<file path="src/rtl/math_sched_arbiter.sv">
// math_sched_arbiter: round-robin sequencer sharing one (a+b)*c datapath among NUM_REQ requesters.
// Define MATH_SCHED_STATS_EN to add the done_cnt_o completed-operation counter.
module math_sched_arbiter #(
    parameter  int NUM_REQ = 4,
    parameter  int DATA_W  = 8,
    parameter  int RES_W   = 2*DATA_W,
    localparam int ID_W    = $clog2(NUM_REQ)
) (
    input  logic                      clk,
    input  logic                      rst_n,
    input  logic [NUM_REQ-1:0]        req_valid_i,
    output logic [NUM_REQ-1:0]        req_ready_o,
    input  logic [NUM_REQ*DATA_W-1:0] req_a_i,
    input  logic [NUM_REQ*DATA_W-1:0] req_b_i,
    input  logic [NUM_REQ*DATA_W-1:0] req_c_i,
    output logic                      rsp_valid_o,
    input  logic                      rsp_ready_i,
    output logic [RES_W-1:0]          rsp_result_o,
    output logic [ID_W-1:0]           rsp_id_o,
    output logic                      busy_o
`ifdef MATH_SCHED_STATS_EN
    ,
    output logic [15:0]               done_cnt_o
`endif
);
    typedef enum logic [1:0] {IDLE, ADD, MUL, RESP} state_t;
    state_t              state_q, state_d;
    logic [ID_W-1:0]     ptr_q, ptr_d, id_q, id_d, gnt;
    logic                gnt_vld;
    logic [DATA_W-1:0]   a_q, a_d, b_q, b_d, c_q, c_d, sum_q, sum_d;
    logic [RES_W-1:0]    res_q, res_d;
    logic [15:0]         cnt_q, cnt_d;

    // First valid requester strictly after the last grant, wrapping.
    always_comb begin
        logic [ID_W-1:0] idx;
        gnt     = '0;
        gnt_vld = 1'b0;
        for (int k = 1; k <= NUM_REQ; k++) begin
            idx = ID_W'((int'(ptr_q) + k) % NUM_REQ);
            if (!gnt_vld && req_valid_i[idx]) begin
                gnt_vld = 1'b1;
                gnt     = idx;
            end
        end
    end

    always_comb begin
        state_d     = state_q;
        ptr_d       = ptr_q;
        id_d        = id_q;
        a_d         = a_q;
        b_d         = b_q;
        c_d         = c_q;
        sum_d       = sum_q;
        res_d       = res_q;
        cnt_d       = cnt_q;
        req_ready_o = '0;
        case (state_q)
            IDLE: if (gnt_vld) begin
                req_ready_o[gnt] = 1'b1;
                a_d     = req_a_i[int'(gnt)*DATA_W +: DATA_W];
                b_d     = req_b_i[int'(gnt)*DATA_W +: DATA_W];
                c_d     = req_c_i[int'(gnt)*DATA_W +: DATA_W];
                ptr_d   = gnt;
                state_d = ADD;
            end
            ADD: begin
                sum_d   = a_q + b_q;
                state_d = MUL;
            end
            MUL: begin
                res_d   = RES_W'(sum_q) * RES_W'(c_q);
                id_d    = ptr_q;
                state_d = RESP;
            end
            RESP: if (rsp_ready_i) begin
                cnt_d   = cnt_q + 16'd1;
                state_d = IDLE;
            end
        endcase
    end

    always_ff @(posedge clk or negedge rst_n) begin
        if (!rst_n) begin
            state_q <= IDLE;
            ptr_q   <= ID_W'(NUM_REQ-1);
            id_q    <= '0;
            a_q     <= '0;
            b_q     <= '0;
            c_q     <= '0;
            sum_q   <= '0;
            res_q   <= '0;
            cnt_q   <= '0;
        end else begin
            state_q <= state_d;
            ptr_q   <= ptr_d;
            id_q    <= id_d;
            a_q     <= a_d;
            b_q     <= b_d;
            c_q     <= c_d;
            sum_q   <= sum_d;
            res_q   <= res_d;
            cnt_q   <= cnt_d;
        end
    end

    assign rsp_valid_o  = state_q == RESP;
    assign busy_o       = state_q != IDLE;
    assign rsp_result_o = res_q;
    assign rsp_id_o     = id_q;
`ifdef MATH_SCHED_STATS_EN
    assign done_cnt_o   = cnt_q;
`endif
endmodule

</file>
<file path="config.mk">
export PLATFORM = sky130hd
export DESIGN_NAME = math_sched_arbiter
export DESIGN_NICKNAME = d
export VERILOG_FILES = /design/src/rtl/math_sched_arbiter.sv
export SDC_FILE = /design/constraint.sdc
export NUM_CORES = 1
export LEC_CHECK = 0
export CORE_MARGIN = 2
export CORE_UTILIZATION = 40
export CTS_BUF_LIST = sky130_fd_sc_hd__clkbuf_4
export CTS_CLUSTER_DIAMETER = 40
export CTS_CLUSTER_SIZE = 28
export DETAILED_ROUTE_END_ITERATION = 10
export GPL_ROUTABILITY_DRIVEN = 1
export HOLD_SLACK_MARGIN = 0.03
export PLACE_DENSITY_LB_ADDON = 0.2
export RECOVER_POWER = 50
export SLEW_MARGIN = 0
export SYNTH_ARGS = -nofsm -noshare
export SYNTH_HDL_FRONTEND = slang
export SYNTH_SLANG_ARGS = --single-unit
</file>
<file path="constraint.sdc">
create_clock -name clk -period 4.9 [get_ports clk]
set_input_delay 0.98 -clock clk [delete_from_list [all_inputs] [get_ports clk]]
set_output_delay 0.98 -clock clk [all_outputs]
set_load 0.01 [all_outputs]
</file>
==> run metrics <==
DR top layer=met4; port buffer count=about 130; Max Freq=~220 MHz; fin area=0.00670 sq mm; reg2reg start=sum_q[0]; Post-synth EDFFs=0; Final min period=about 4.5 ns; Syn Nets=between 600 and 700; area grow syn2layout=29.3%; pin count of the biggest net entering global routing=55; WL/cell=14.4 um; mux cell area share after synthesis=0.185; clk sinks=54; average via count per standard cell=about 5.0; Post-Synth XOR/XNOR Area=0.0169; share of layout cells above drive strength 1=0.128; Iter 0 DRT Violations=150; via count=3,953; post-DP HPWL=about 9600 um; Slew Viols, Final=55; Clock Skew=0.0163 ns; simple-gate share of the synthesized area=0.127; clock-pin slew on the worst setup and hold paths=approximately 0.17 ns; largest family of logic cells by synthesized area=adder cells; synth unique cells=53; sequential fraction of the synthesis area=0.261; root buffer cell=clkbuf_4; Clock Latency Late Sink=about 0.4 ns; min-delay src=rsp_result_o[13]; WL met3=around 600 um; post_cts resized=0; status=finished, violations left; yosys warns=0; CP Data Arrival Time=about 4.8 ns; First-pass DRT Iterations=4; initial core utilization=0.410; final antenna-violating net count=0; area of the multi-input gates=about 0.0035 sq mm; final setup TNS=0 ns; Reg area=approximately 0.0014 sq mm; register-to-register setup slack=between 0.4 and 0.5 ns; first-pass GRT wire length=19,200 um; met2 WL=around 5600 um; Post-synth ARST share=1.00; global route overflow=0; Yosys reg bits=54; H-Tree Depth=2; Die Width=~120 um; cts bufs inserted=5; M1 wire length=around 5000 um; fill cell count=1,167; Core Region=0.0126 sq mm; CTS max path bufs=2; Post-DP Area=between 0.006 and 0.007 sq mm; Top Ports=between 100 and 150; endpoints failing setup=0; Top FF cell, synth=dfrtp_1; crit path from=sum_q[0]; Compound-Gate Fraction of Synth Area=0.0872; CP endpoint kind=register; CTS tree=yes; nets=~800; Worst-Margin Slew=approximately 2.9 ns; CP startpoint kind=register; max-cap violations=1; unrepaired setup endpoints after global routing=no; total global-route track usage=0.169; Mapped Cells=484; Post-Syn Area per Cell=about 11 sq um; Synth Area in Adders=0.257; Post-Syn Area=roughly 0.0052 sq mm; worst path required time=roughly 5.2 ns; DRC Markers=0; Slew HR=-0.910; Die Y=approximately 120 um; Crit Path Class=register to register; Antenna Cells=0; Critical Path Fanout Max=9; Period Utilization, post-route=0.908; Cell Rows=about 40; failing checks=max-capacitance violations, max-slew violations; hold crit path type=register to register; initial antenna violation count=0; final hold vios=0; hold_buf cts=0; number of setup buffers added after CTS=0; die area=roughly 0.014 sq mm; vias in the first global route=around 4,100; Routed WL=about 11,000 um; routability congestion estimate=0.835
==> routing by layer <==
metal / track usage / vias up
li1: - / 1921
met1: 0.221 / 1923
met2: 0.288 / 102
met3: 0.0344 / 7
met4: 0.0377 / 0
met5: 0 / -
==> logic make-up after synthesis <==
kind of cell,Yosys count
AOI/OAI and AO/OA,68
xor gates and xnor gates,10
adders and majority gates,84
buffers and inverters,84
DFF,54
muxes,61
and+or+nand+nor,123
==> layout make-up <==
type,instances,area share
Timing Repair Buffer,131,0.192
Tap cell,172,0.0321
Sequential cell,54,0.202
Clock buffer,5,0.00560
Inverter,72,0.0403
Clock inverter,3,0.00392
Multi-Input combinational cell,346,0.524
==> worst paths after layout <==
| kind | end | cells past startpoint |
|---|---|---|
| max | rsp_result_o[15] | 14 |
| min | rsp_result_o[13] | 2 |
| max reg2reg | rsp_result_o[15] | 14 |
| min reg2reg | rsp_result_o[13] | 2 |
| max in group asynchronous | sum_q[5] | 2 |
| min in group asynchronous | rsp_result_o[15] | 2 |
==> stage by stage <==
stage          worst slack, ns  hold slack, ns  instances  utilization
2_1_floorplan            0.795           0.462        484            -
3_3_place_gp             0.540           0.469        775        0.526
3_5_place_dp             0.465           0.471        775        0.526
4_1_cts                  0.432           0.509        783        0.531
5_1_grt                  0.150           0.542        783        0.531
6_report                 0.449           0.505        783        0.531
==> worst max-delay path, cell delays in order, from the launching register on <==
cell and delay (ns):
dfrtp_1 0.50, nand2_1 0.12, fa_1 0.53, fa_1 0.55
inv_1 0.05, fa_1 0.53, inv_1 0.05, fa_1 0.53
inv_1 0.04, ha_1 0.35, a21o_1 0.20, a21oi_1 0.29
a31oi_1 0.15, or3_1 0.32, a31oi_1 0.17
==> cell usage after synthesis (5+ instances only) <==
library cell / instances / area (sq um)
inv_1: 70 / 263
and2_1: 52 / 325
dfrtp_1: 52 / 1300
ha_1: 47 / 588
fa_1: 37 / 741
mux2_2: 35 / 394
nand2_1: 31 / 116
mux4_2: 24 / 541
a21oi_1: 14 / 70.1
nor2_1: 14 / 52.6
o21ai_0: 14 / 70.1
xnor2_1: 7 / 61.3
a211oi_1: 5 / 37.5
a21o_1: 5 / 37.5
a31oi_1: 5 / 31.3
clkbuf_1: 5 / 18.8
==> placed cells by master (no fill, tap or decap), drive strengths merged, types with 17 or more instances in the layout <==
cell / netlist / layout
clkdlybuf4s50: 0 / 124
dfrtp: 52 / 52
ha: 47 / 47
o21ai: 17 / 17
mux4: 24 / 24
inv: 72 / 74
fa: 37 / 37
mux2: 36 / 36
nand2: 31 / 31
and2: 52 / 52
==> state kept, by name, indices dropped and copies added, names as in the netlist <==
register      cells
ptr_q             2
b_q               8
rsp_result_o     16
c_q               8
rsp_id_o          2
a_q               8
sum_q             8
state_q           2
Power is left out: the tool's default activity adds up to more than one toggle a clock period on the data nets, which glitch-free logic cannot reach.
